### config.mk
export PLATFORM = sky130hd
export DESIGN_NAME = multicore_run_ctrl
export DESIGN_NICKNAME = d
export VERILOG_FILES = /design/src/rtl/multicore_run_ctrl.sv
export SDC_FILE = /design/constraint.sdc
export NUM_CORES = 1
export LEC_CHECK = 0
export ABC_CLOCK_PERIOD_IN_PS = 6700
export CORE_UTILIZATION = 25
export DETAILED_ROUTE_END_ITERATION = 16
export PLACE_DENSITY = 0.44
export SLEW_MARGIN = 20
export SYNTH_ARGS = -nofsm -noshare
export SYNTH_HDL_FRONTEND = slang
export SYNTH_SLANG_ARGS = --single-unit
### constraint.sdc
create_clock -name clk -period 6.7 [get_ports clk]
set_input_delay 0.67 -clock clk [delete_from_list [all_inputs] [get_ports clk]]
set_output_delay 0.67 -clock clk [all_outputs]
set_load 0.005 [all_outputs]
### src/rtl/multicore_run_ctrl.sv
// multicore_run_ctrl: launches masked cores on one start request, gathers sticky done flags, ends on completion or timeout.
// Define STAGGER_START_EN to launch selected cores one per cycle instead of all together.
module multicore_run_ctrl #(
  parameter int CORE_COUNT = 3,
  parameter int CNT_W = 16
) (
  input  logic                  clk,
  input  logic                  rstN,
  input  logic                  startN,
  input  logic [CORE_COUNT-1:0] core_en_mask,
  input  logic [CORE_COUNT-1:0] core_ready,
  input  logic [CORE_COUNT-1:0] core_done,
  input  logic [CNT_W-1:0]      timeout_limit,
  output logic [CORE_COUNT-1:0] core_startN,
  output logic                  processor_ready,
  output logic                  processDone,
  output logic                  timeout_err,
  output logic [CORE_COUNT-1:0] done_mask,
  output logic [CNT_W-1:0]      cycle_count
);
  localparam logic [1:0] IDLE = 2'd0, START = 2'd1, RUN = 2'd2, FINISH = 2'd3;
  logic [1:0] state_q, state_d;
  logic [CORE_COUNT-1:0] core_startN_q, core_startN_d, done_mask_q, done_mask_d, active_q, active_d, hit;
  logic [CNT_W-1:0] cycle_count_q, cycle_count_d, lim_q, lim_d, cnt_inc;
  logic ready_q, ready_d, done_q, done_d, terr_q, terr_d, armed_q, armed_d, complete, timeout;
`ifdef STAGGER_START_EN
  localparam int SW = $clog2(CORE_COUNT + 1);
  logic [SW-1:0] slot_q, slot_d;
  logic [CORE_COUNT-1:0] launched;
  // cores whose start slot has already passed may report done during START
  always_comb begin
    launched = '0;
    for (int i = 0; i < CORE_COUNT; i++) launched[i] = SW'(i) < slot_q;
  end
`endif
  assign hit = done_mask_q | (core_done & active_q);
  assign complete = hit == active_q;
  assign timeout = (lim_q != '0) && (({1'b0, cycle_count_q} + 1'b1) == {1'b0, lim_q});
  assign cnt_inc = (&cycle_count_q) ? cycle_count_q : cycle_count_q + 1'b1;
  // next-state and output computation for the run sequence
  always_comb begin
    state_d = state_q;
    core_startN_d = '1;
    ready_d = 1'b0;
    done_d = done_q;
    terr_d = terr_q;
    done_mask_d = done_mask_q;
    cycle_count_d = cycle_count_q;
    active_d = active_q;
    lim_d = lim_q;
    armed_d = startN ? 1'b1 : armed_q;
`ifdef STAGGER_START_EN
    slot_d = slot_q;
`endif
    case (state_q)
      IDLE: begin
        ready_d = (&(core_ready | ~core_en_mask)) && (|core_en_mask);
        if (!startN && ready_q && armed_q) begin
          active_d = core_en_mask;
          lim_d = timeout_limit;
          done_mask_d = '0;
          cycle_count_d = '0;
          done_d = 1'b0;
          terr_d = 1'b0;
          armed_d = 1'b0;
          ready_d = 1'b0;
          state_d = START;
`ifdef STAGGER_START_EN
          slot_d = '0;
          core_startN_d = ~(core_en_mask & CORE_COUNT'(1));
`else
          core_startN_d = ~core_en_mask;
`endif
        end
      end
      START: begin
`ifdef STAGGER_START_EN
        done_mask_d = done_mask_q | (core_done & active_q & launched);
        cycle_count_d = cnt_inc;
        if (slot_q == SW'(CORE_COUNT - 1)) state_d = RUN;
        else begin
          slot_d = slot_q + 1'b1;
          core_startN_d = ~(active_q & (CORE_COUNT'(1) << (slot_q + 1'b1)));
        end
`else
        state_d = RUN;
`endif
      end
      RUN: begin
        done_mask_d = hit;
        cycle_count_d = cnt_inc;
        state_d = (complete || timeout) ? FINISH : RUN;
        terr_d = !complete && timeout;
      end
      default: begin
        done_d = 1'b1;
        state_d = IDLE;
      end
    endcase
  end
  // registered state with synchronous active-low reset that aborts any run
  always_ff @(posedge clk) begin
    if (!rstN) begin
      state_q <= IDLE;
      core_startN_q <= '1;
      ready_q <= 1'b0;
      done_q <= 1'b0;
      terr_q <= 1'b0;
      done_mask_q <= '0;
      cycle_count_q <= '0;
      active_q <= '0;
      lim_q <= '0;
      armed_q <= 1'b1;
`ifdef STAGGER_START_EN
      slot_q <= '0;
`endif
    end else begin
      state_q <= state_d;
      core_startN_q <= core_startN_d;
      ready_q <= ready_d;
      done_q <= done_d;
      terr_q <= terr_d;
      done_mask_q <= done_mask_d;
      cycle_count_q <= cycle_count_d;
      active_q <= active_d;
      lim_q <= lim_d;
      armed_q <= armed_d;
`ifdef STAGGER_START_EN
      slot_q <= slot_d;
`endif
    end
  end
  assign core_startN = core_startN_q;
  assign processor_ready = ready_q;
  assign processDone = done_q;
  assign timeout_err = terr_q;
  assign done_mask = done_mask_q;
  assign cycle_count = cycle_count_q;
endmodule

Word-level counts from Yosys, hierarchy flattened
Cells that the tools add are included.
W data, S select, Z words.
Storage, ports and cells
  bits in registers: 47
  input port bits: 28
  word-level logic and storage cells: 60
  output and inout port bits: 25
Operators by class
  equality and inequality tests: 6
  muxes and demuxes: 14
  bitwise logic cells: 7
  add/sub/neg operators: 2
  reduce and logical (&&, ||, !) cells: 21
Operators by type and width (count)
  $mux W16: 2
  $pmux W16 S2: 1
  $add A16 B1 Y17 const B: 1
  $eq A17 B16 Y1: 1
  $add A16 B1 Y16 const B: 1
  $reduce_and A16 Y1: 1
  $reduce_bool A16 Y1: 1
  $reduce_and A3 Y1: 3
  $or A3 B3 Y3: 2
  $pmux W2 S3: 1
  $pmux W3 S2: 1
  $reduce_and A2 Y1: 3
  $reduce_or A3 Y1: 2
  $logic_and A1 B1 Y1: 5
  $mux W1: 5
  $ne A2 B2 Y1 const B: 2
  $pmux W1 S2: 2
  $and A3 B3 Y3: 1
  $eq A3 B3 Y1: 1
  $mux W3: 1
  $not A1 Y1: 3
  $not A3 Y3: 1
  $eq A2 B1 Y1 const B: 1
  $eq A2 B2 Y1 const B: 1
  6 further kinds: 7

Longest topological paths before layout
Gate-level depths: netlist (run 1).
  word-level depth: 6
  mapped depth: 10

Worst setup path after synthesis (run 1)
OpenSTA, ideal clock, no wires.
  path kind: register to register
  from: register cycle_count_q[10], in the netlist cycle_count[10]
  to: register state_q[0]
  data arrival time: 2.159 ns
  stages on the path, launching flop included: 9
  path buffers: 2
  path slack: 4.445 ns
  required time: 6.604 ns
  path through: dfxtp_1 -> buf_2 -> nand4_1 -> or4b_1 -> buf_2 -> a222oi_1 -> and4_1 -> o2111ai_1 -> o41ai_2
Between the ends
  cells in the longest elaborated chain, start to end: 6
Ends and longest elaborated chain
  from (decl): RTL line 24  | logic [CNT_W-1:0] cycle_count_q, cycle_count_d, lim_q, lim_d, cnt_inc;
  from (signal assigned): RTL line 124  | cycle_count_q <= cycle_count_d;
  $add A16 B1 Y17: RTL line 38  | assign timeout = (lim_q != '0) && (({1'b0, cycle_count_q} + 1'b1) == {1'b0, lim_q});
  $eq A17 B16 Y1: RTL line 38
  $logic_and A1 B1 Y1: RTL line 38
  $logic_or A1 B1 Y1: RTL line 92  | state_d = (complete || timeout) ? FINISH : RUN;
  $mux W1: RTL line 92
  $pmux W2 S3: RTL line 55  | case (state_q)
  to (signal assigned): RTL line 118  | state_q <= state_d;
  to (decl): RTL line 22  | logic [1:0] state_q, state_d;
No other way between the ends.
A chain may end at the register's enable or synchronous reset.

Final worst setup path (run 1)
  from: register cycle_count_q[7], in the netlist cycle_count[7]
  to: register state_q[0]
The elaborated chain is that of the path after synthesis.

==> results_dict.tcl, run 1 <==
set metrics [dict create \
    avgSynthCellArea_um2 7.52 \
    final-setup-viol-count 0 \
    cts_resized 0 \
    wl_mm 7.70 \
    hold_path.class "register to register" \
    ys_async_sr_fraction_pct 0 \
    die_w_um 104 \
    rows 36 \
    htree_levels 2 \
    worstSkewPairLatency_ps 310 \
    worst_slew_pin_slew_ps 710 \
    start_util_pct 26.3 \
    ff2ff_setup_slack_ps 3820 \
    r2r_end "state_q[0]" \
    clock_skew_ps 7.72 \
    grt_max_degree 39 \
    port_buffers 52 \
    worstReg2RegStart "cycle_count[7]" \
    gr-total-overflow 0 \
    netlist.area_leader.share_pct 36.2 \
    clock_sinks 47 \
    setup.worst_path.end "state_q[0]" \
    crit_start "cycle_count[7]" \
    synth-seq-cells 47 \
    grt_pass1_vias 2416 \
    crit_type "register to register" \
    vias 2522 \
    worst_setup_path_end_kind "register" \
    cts_setup_buffers 0 \
    syn_nets 378 \
    drc 0 \
    area_growth_pct 26.8 \
    timing.setup.tns_ps 0 \
    clockRootBuffer "clkbuf_8" \
    clock_path_buffers 2 \
    fin_nets 416 \
    syn_inst 346 \
    hold_viol 0 \
    drv_slew 0 \
    drive_above_1_share_pct 4.68 \
    vias_per_cell 4.87 \
    status "complete, no violations" \
    nFillCells 1113 \
    gp_congestion 0.835 \
    worstPathRequired_ps 6900 \
    core-area_mm2 0.00991 \
    rsz0062_at_grt "false" \
    post-dp-hpwl_mm 5.55 \
    wl_per_cell_um 14.9 \
    arrival_ps 3080 \
    powerDensity_mw_per_mm2 168 \
    final_util_pct 33.3 \
    syn_area_mm2 0.00260 \
    max_slew_margin_pct 52.7 \
    max-cap-violations 0 \
    multiInputGateArea_mm2 0.00153 \
    regArea_um2 941 \
    antenna_found_initial 0 \
    reg2regPathDepth 6 \
    postRouteAntennaNets 0 \
    clk_pin_slew_worst_paths_ps 100 \
    grt_use_total_pct 14.6 \
    drtPass1Iterations 4 \
    yosysUniqueCellTypes 54 \
    synth_edf_count 0 \
    yosysTopAreaCell "dfxtp_1" \
    dieArea_mm2 0.0108 \
    drt_iter0_drc 123 \
    grt_pass1_wl_mm 12.7 \
    vdd_ir_drop_max_v 0.0000778 \
    min_period_ps 2880 \
    power.leakage_nw 1.09 \
    ioPinCount 53 \
    antenna_cells 0 \
    critPathMaxFanout 11 \
    synth_area_leaders "dfxtp_1 36%, nand2_1 11%, a21oi_1 7.3%, xnor2_1 4.7%, nor2_1 3.8%" \
    cts_tree "done" \
    fmax_mhz 347 \
    cts-buffers-inserted 5 \
    ys_seq_area_share_pct 36.2 \
    layout_worst_path_cycle_share_pct 43.0 \
    synth_ff_type "dfxtp_1" \
    die_h_um 104 \
    ys_warn_count 0 \
    cp-start-kind "register" \
    postCtsHoldBufs 0 \
]
[final cells by class]
type / count / share of cell area [%]
multi-input cells: 266 / 46.3
flip-flops and latches: 47 / 28.5
repair buffers: 55 / 16.5
well taps: 133 / 5.04
clock buffers: 6 / 2.20
inverters: 9 / 1.02
clock inverters: 2 / 0.493
[cells in the mapped netlist (all sizes together), types with 3 or more instances]
cell     instances
nand2           76
dfxtp           47
a21oi           38
nor2            26
clkbuf          17
nor3            14
xnor2           14
nand3           10
inv              8
buf              7
o21ai            7
nand4            5
or2              5
xor2             5
a32oi            4
and4             4
ha               4
nor3b            4
or4              4
a311oi           3
mux2i            3
nand3b           3
nor4             3
o2111ai          3
o41ai            3
or3              3
[worst max-delay path, stage by stage (launching register included)]
cell       delay [ps]
dfxtp_1           570
nand4_1           360
or4b_1            750
a222oi_1          370
and4_1            260
o2111ai_1         190
o41ai_2           280
[layout by cell type, fill, tap and decap left out, drive strengths merged, types with 2 or more instances in the layout]
| cell | instances |
|---|---|
| nor4 | 3 |
| a32oi | 4 |
| o211ai | 2 |
| mux2i | 3 |
| inv | 9 |
| nand3b | 3 |
| o41ai | 3 |
| a21oi | 38 |
| nor2 | 26 |
| xor2 | 5 |
| or2 | 5 |
| and4 | 4 |
| ha | 4 |
| and3 | 2 |
| clkdlybuf4s50 | 52 |
| clkbuf | 6 |
| buf | 3 |
| xnor2 | 14 |
| nor3b | 4 |
| or3 | 3 |
| nand3 | 10 |
| o2111ai | 3 |
| o21ai | 7 |
| or4 | 4 |
| a21boi | 2 |
| a311oi | 3 |
| dfxtp | 47 |
| nor3 | 14 |
| nand2b | 2 |
| nor2b | 2 |
| nand4 | 5 |
| nand2 | 76 |
[routing by layer]
layer	global-route usage (%)	part of all wire, %	vias up
met5	0	0	-
met4	4.80	1.8	0
met3	2.82	5.2	14
met2	22.9	45	66
met1	19.9	48	1155
li1	-	-	1287
[registers in the layout, summed over array words and instances (netlist names)]
register,count
active_q,3
armed_q,1
core_startN,3
cycle_count,16
done_mask,3
lim_q,16
processDone,1
processor_ready,1
state_q,2
timeout_err,1
[cell families after synthesis]
group / Yosys count / synth area share (%)
buffers and inverters: 33 / 5.15
AOI/OAI and AO/OA: 72 / 17.7
and+or+nand+nor: 167 / 31.0
muxes: 4 / 1.59
xor gates and xnor gates: 19 / 6.40
DFF: 47 / 36.2
adders and majority gates: 4 / 1.92
[through the flow]
step	setup slack, ps	cells	area, um^2	total power, mW	hold slack [ps]
finish	3820	518	3300	0.553	470
global placement	3750	510	3210	0.374	453
global route	3600	518	3300	0.580	482
detailed placement	3680	510	3210	0.374	450
floorplan	4440	346	2600	0.338	436
CTS	3800	518	3300	0.557	474
[power breakdown]
part           switching, mW  internal, mW
logic                 0.0394        0.0368
registers            0.00562         0.285
clock network          0.110        0.0754
total                  0.155         0.397
[worst min-delay path by stage]
| stage | start | to | slack (ps) | cells after the start |
|---|---|---|---|---|
| global placement | armed_q | armed_q | 450 | 1 |
| detailed placement | armed_q | armed_q | 450 | 1 |
| global route | armed_q | armed_q | 480 | 1 |
| finish | armed_q | armed_q | 470 | 1 |
| floorplan | armed_q | armed_q | 440 | 1 |
| CTS | armed_q | armed_q | 470 | 1 |
No activity file was read; power rests on OpenSTA's default activity.
==> inputs of run 2 (changes only) <==
--- a/config.mk
+++ b/config.mk
@@ -5,10 +5,10 @@
 export SDC_FILE = /design/constraint.sdc
 export NUM_CORES = 1
 export LEC_CHECK = 0
-export ABC_CLOCK_PERIOD_IN_PS = 6700
+export ABC_CLOCK_PERIOD_IN_PS = 2300
 export CORE_UTILIZATION = 25
 export DETAILED_ROUTE_END_ITERATION = 16
-export PLACE_DENSITY = 0.44
+export PLACE_DENSITY = 0.45
 export SLEW_MARGIN = 20
 export SYNTH_ARGS = -nofsm -noshare
 export SYNTH_HDL_FRONTEND = slang
==> constraint.sdc (replaced) <==
create_clock -name clk -period 2.3 [get_ports clk]
set_input_delay 0.23 -clock clk [delete_from_list [all_inputs] [get_ports clk]]
set_output_delay 0.23 -clock clk [all_outputs]
set_load 0.005 [all_outputs]
==> results_dict.tcl, run 2 (synthesis gave the netlist of run 1 again) <==
set metrics [dict create \
    status "complete, no violations" \
    drv_slew 0 \
    vias_per_cell 4.94 \
    r2r_end "state_q[0]" \
    gr-total-overflow 0 \
    p_seq_share_pct 51.8 \
    antenna_cells 0 \
    grt_pass1_wl_mm 13.0 \
    fin_ws_ps 164 \
    whs_ps 456 \
    arrival_ps 2360 \
    rsz0062_at_grt "false" \
    layout_commonest_cell "nand2_1" \
    worstPathRequired_ps 2530 \
    worstReg2RegStart "cycle_count[4]" \
    drc 0 \
    p_int_mw 1.19 \
    hold_viol 0 \
    cp-start-kind "register" \
    hold_path.class "primary input to register" \
    cts-buffers-inserted 5 \
    dieArea_mm2 0.0108 \
    crit_type "register to register" \
    powerDensity_mw_per_mm2 462 \
    port_buffers 52 \
    clk_pin_slew_worst_paths_ps 100 \
    drive_above_1_share_pct 12.2 \
    gp_congestion 0.854 \
    power_mw 1.63 \
    grt_max_degree 26 \
    ioPinCount 53 \
    rows 36 \
    timing.setup.tns_ps 0 \
    die_h_um 104 \
    clockPowerShare_pct 33.7 \
    reg2regPathDepth 6 \
    htree_levels 2 \
    drtPass1Iterations 4 \
    worstHoldEndpoint "lim_q[9]" \
    antenna_found_initial 0 \
    start_util_pct 26.3 \
    crit_buf_inv 0 \
    layout_worst_path_cycle_share_pct 92.9 \
    wl_per_cell_um 14.6 \
    ff2ff_setup_slack_ps 160 \
    die_w_um 104 \
    multiInputGateArea_mm2 0.00156 \
    cts_tree "done" \
    postRouteAntennaNets 0 \
    p_switching_mw 0.441 \
    worst_setup_path_end_kind "register" \
    final-setup-viol-count 0 \
    grt_use_total_pct 15.0 \
    cpPeakStageDelay_ps 600 \
    swShare_pct 27.0 \
    worstSkewPairLatency_ps 310 \
    post-dp-hpwl_mm 5.98 \
    final_cell_mix "76 x nand2_1, 52 x clkdlybuf4s50_1, 47 x dfxtp_1, 38 x a21oi_1, 29 x buf_4" \
    drt_iter0_drc 126 \
    max_slew_margin_pct 69.4 \
    vias 2689 \
    worstHoldStart "timeout_limit[9]" \
    p_comb_share_pct 14.5 \
    nFillCells 1072 \
    fmax_mhz 468 \
    grt_pass1_vias 2604 \
    critPathMaxFanout 5 \
    crit_family "simple AND/OR/NAND/NOR gates" \
    cts_setup_buffers 0 \
    regArea_um2 941 \
    clock_skew_ps 8.56 \
    area_growth_pct 36.0 \
    clockRootBuffer "clkbuf_8" \
    path_depth 6 \
    power.leakage_nw 1.23 \
    crit_slowest_cell "or4b_4" \
    min_period_ps 2140 \
    fin_nets 442 \
    vdd_ir_drop_max_v 0.000195 \
    clock_sinks 47 \
    place_ws_ps 89.0 \
    wl_mm 7.95 \
    core-area_mm2 0.00991 \
    clock_path_buffers 2 \
    max-cap-violations 0 \
    worst_slew_pin_slew_ps 457 \
    hold_depth 3 \
    crit_chain "nand4_4 > or4b_4 > a222oi_1 > and4_1 > o2111ai_2 > o41ai_2" \
]
==> run 2: changes by cell type in the layout (fill, tap and decap cells not counted), sizes merged <==
cell	delta
buf	+26
clkinv	+1
inv	-1
==> run 2: layout make-up <==
cell class / count / share of cell area (%)
Multi-Input combinational cell: 266 / 44.1
Sequential cell: 47 / 26.6
Timing Repair Buffer: 81 / 20.9
Tap cell: 133 / 4.70
Clock buffer: 6 / 2.33
Inverter: 9 / 0.955
Clock inverter: 2 / 0.460
==> run 2: power by group through the flow <==
stage          logic (mW)  clock network [mW]  registers (mW)
2_1_floorplan       0.124                   0           0.861
3_3_place_gp        0.230                   0           0.866
3_5_place_dp        0.233                   0           0.866
4_1_cts             0.234               0.568           0.847
5_1_grt             0.262               0.597           0.850
6_report            0.237               0.550           0.847
==> run 2: repair_timing <==
item | 4_1_cts | 5_1_grt
setup endpoints to repair | 0 | 7
gates resized for setup | 0 | 6
hold buffers | 0 | 0
==> run 2: worst reg2reg max path: stages (launching register included) <==
cell and delay [ps]:
dfxtp_1 390, nand4_4 120, or4b_4 600, a222oi_1 310, and4_1 270, o2111ai_2 160
o41ai_2 210
==> run 2: through the flow <==
stage          instances  utilization (%)  instance area (um^2)
4_1_cts              544             35.4                  3500
5_1_grt              544             35.7                  3540
3_5_place_dp         536             34.4                  3410
6_report             544             35.7                  3540
3_3_place_gp         536             34.4                  3410
2_1_floorplan        346                -                  2600
==> run 2: per-layer routing <==
| metal | GRT usage (%) | wire length [um] | vias up |
|---|---|---|---|
| met5 | 0 | 0 | - |
| met4 | 4.49 | 98 | 0 |
| met3 | 3.32 | 469 | 9 |
| met2 | 24.6 | 3640 | 84 |
| met1 | 19.4 | 3730 | 1253 |
| li1 | - | - | 1343 |
==> run 2: worst max-delay path by stage <==
stage                  to             from
2_1_floorplan  state_q[0]  cycle_count[10]
3_3_place_gp   state_q[0]   cycle_count[1]
3_5_place_dp   state_q[0]   cycle_count[4]
4_1_cts        state_q[0]   cycle_count[4]
5_1_grt        state_q[0]   cycle_count[0]
6_report       state_q[0]   cycle_count[4]
==> inputs of run 3 (changes only) <==
--- a/config.mk
+++ b/config.mk
@@ -8,6 +8,7 @@
 export ABC_CLOCK_PERIOD_IN_PS = 2300
 export CORE_UTILIZATION = 25
 export DETAILED_ROUTE_END_ITERATION = 16
+export GPL_TIMING_DRIVEN = 0
 export PLACE_DENSITY = 0.45
 export SLEW_MARGIN = 20
 export SYNTH_ARGS = -nofsm -noshare
==> results_dict.tcl, run 3 (synthesis gave the netlist of run 1 again) <==
set metrics [dict create \
    status "finished, violations left" \
    violations "negative setup slack" \
    crit_slowest_cell "or4b_4" \
    dieArea_mm2 0.0108 \
    hold_path.class "primary input to register" \
    cp-start-kind "register" \
    use_met1_pct 19.3 \
    fin_ws_ps -54.6 \
    max-cap-violations 0 \
    powerDensity_mw_per_mm2 438 \
    clock_sinks 47 \
    hold_viol 0 \
    drtPass1Iterations 4 \
    reg2regPathDepth 7 \
    antenna_found_initial 0 \
    crit_type "register to register" \
    die_w_um 104 \
    nFillCells 1068 \
    arrival_ps 2590 \
    busiest_layer "met2" \
    drv_slew 0 \
    swShare_pct 28.5 \
    worstReg2RegStart "cycle_count[10]" \
    p_int_mw 1.15 \
    fmax_mhz 425 \
    fin_area_mm2 0.00368 \
    die_h_um 104 \
    clock_skew_ps 9.15 \
    use_met2_pct 24.2 \
    place_area_mm2 0.00329 \
    gp_congestion 0.858 \
    vdd_ir_drop_max_v 0.000237 \
    postCtsHoldBufs 0 \
    grt_max_degree 17 \
    rsz0062_at_grt "true" \
    final-setup-viol-count 1 \
    rows 36 \
    ioPinCount 53 \
    worstSkewPairLatency_ps 320 \
    post-dp-hpwl_mm 5.85 \
    layout_commonest_cell "nand2_1" \
    clockPowerShare_pct 33.5 \
    cts_tree "done" \
    min_period_ps 2350 \
    start_util_pct 26.3 \
    fin_nets 455 \
    cpPeakStageDelay_ps 550 \
    p_comb_share_pct 14.4 \
    critPathMaxFanout 5 \
    grt_use_total_pct 14.7 \
    antenna_cells 0 \
    worst_setup_path_end_kind "register" \
    clk_pin_slew_worst_paths_ps 100 \
    place_inst 531 \
    clock_path_buffers 2 \
    vias 2692 \
    final_cells 557 \
    final_cell_mix "76 x nand2_1, 52 x clkdlybuf4s50_1, 37 x a21oi_1, 34 x dfxtp_1, 26 x nor2_1" \
    grt_pass1_wl_mm 12.6 \
    crit_chain "buf_6 > nand4_1 > or4b_4 > a222oi_1 > and4_1 > o2111ai_2 > o41ai_2" \
    setup.worst_path.end "state_q[0]" \
    cts-buffers-inserted 5 \
    gr-total-overflow 0 \
    port_buffers 52 \
    area_growth_pct 41.5 \
    grt_use_met3_pct 3.32 \
    clockRootBuffer "clkbuf_8" \
    r2r_end "state_q[0]" \
    drc 0 \
    drive_above_1_share_pct 17.5 \
    wl_mm 7.98 \
    crit_start "cycle_count[10]" \
    worstHoldStart "timeout_limit[0]" \
    worstPathRequired_ps 2530 \
    p_switching_mw 0.459 \
    core-area_mm2 0.00991 \
    wl_per_cell_um 14.3 \
    drt_iter0_drc 89 \
    worst_slew_pin_slew_ps 648 \
    layout_worst_path_cycle_share_pct 102 \
    postRouteAntennaNets 0 \
    power.leakage_nw 1.28 \
    grt_pass1_vias 2476 \
    vias_per_cell 4.83 \
    max_slew_margin_pct 56.8 \
    htree_levels 2 \
    ff2ff_setup_slack_ps -50 \
    p_seq_share_pct 52.1 \
]
==> run 3: cell count changes in the layout (fill, tap and decap cells not counted), sizes merged <==
cell / before / now
clkinvlp: 1 / 0
buf: 29 / 30
inv: 8 / 9
clkbuf: 6 / 17
clkinv: 2 / 3
==> run 3: worst min path at each step <==
stage                      to  slack [ps]  cells after the start
6_report             lim_q[0]         460                      3
2_1_floorplan  core_startN[0]         290                      1
3_3_place_gp          armed_q         450                      1
3_5_place_dp      timeout_err         450                      2
4_1_cts              lim_q[7]         440                      3
5_1_grt             lim_q[14]         460                      3
==> run 3: layout make-up <==
type / instances / area [um^2] / share of cell area [%]
well taps: 133 / 166 / 4.52
inverters: 9 / 33.8 / 0.918
multi-input cells: 266 / 1600 / 43.5
flip-flops and latches: 47 / 972 / 26.4
clock inverters: 3 / 22.5 / 0.612
clock buffers: 5 / 68.8 / 1.87
plain buffers: 17 / 106 / 2.89
repair buffers: 77 / 708 / 19.2
==> run 3: power by group through the flow <==
stage / combinational [mW] / clock [mW] / sequential [mW]
3_5_place_dp: 0.225 / 0 / 0.866
2_1_floorplan: 0.124 / 0 / 0.861
4_1_cts: 0.231 / 0.562 / 0.846
3_3_place_gp: 0.224 / 0 / 0.866
6_report: 0.232 / 0.539 / 0.840
5_1_grt: 0.259 / 0.592 / 0.843
==> run 3: routing by layer <==
layer,up-vias,routed length (um)
li1,1366,-
met2,65,3690
met5,-,0
met3,10,375
met4,0,100
met1,1251,3820
==> run 3: stage by stage <==
| step | setup slack, ps | hold WS (ps) | util [%] | power [mW] | TNS, ps |
|---|---|---|---|---|---|
| after detailed placement | -454 | 453 | 33.2 | 1.09 | -7610 |
| final | -54.6 | 458 | 37.1 | 1.61 | -54.6 |
| after CTS | 0.878 | 443 | 35.0 | 1.64 | 0 |
| after global placement | -447 | 446 | 33.2 | 1.09 | -7500 |
| after global routing | -120 | 462 | 37.1 | 1.69 | -200 |
| after floorplan | 44.9 | 292 | - | 0.985 | 0 |
==> run 3: worst max-delay path: cells and delay by family (launching register included) <==
| kind | cells | cell delay [ps] |
|---|---|---|
| flops | 1 | 340 |
| buf+inv | 1 | 110 |
| simple gates | 3 | 950 |
| compound gates | 3 | 870 |
==> run 3: repair_timing <==
item / 4_1_cts / 5_1_grt
setup buffers: 2 / 23
endpoints found under the hold margin: 0 / 0
pin swaps: 2 / 5
resized for setup: 30 / 19
cloned: 0 / 0
endpoints found under the setup margin: 18 / 31
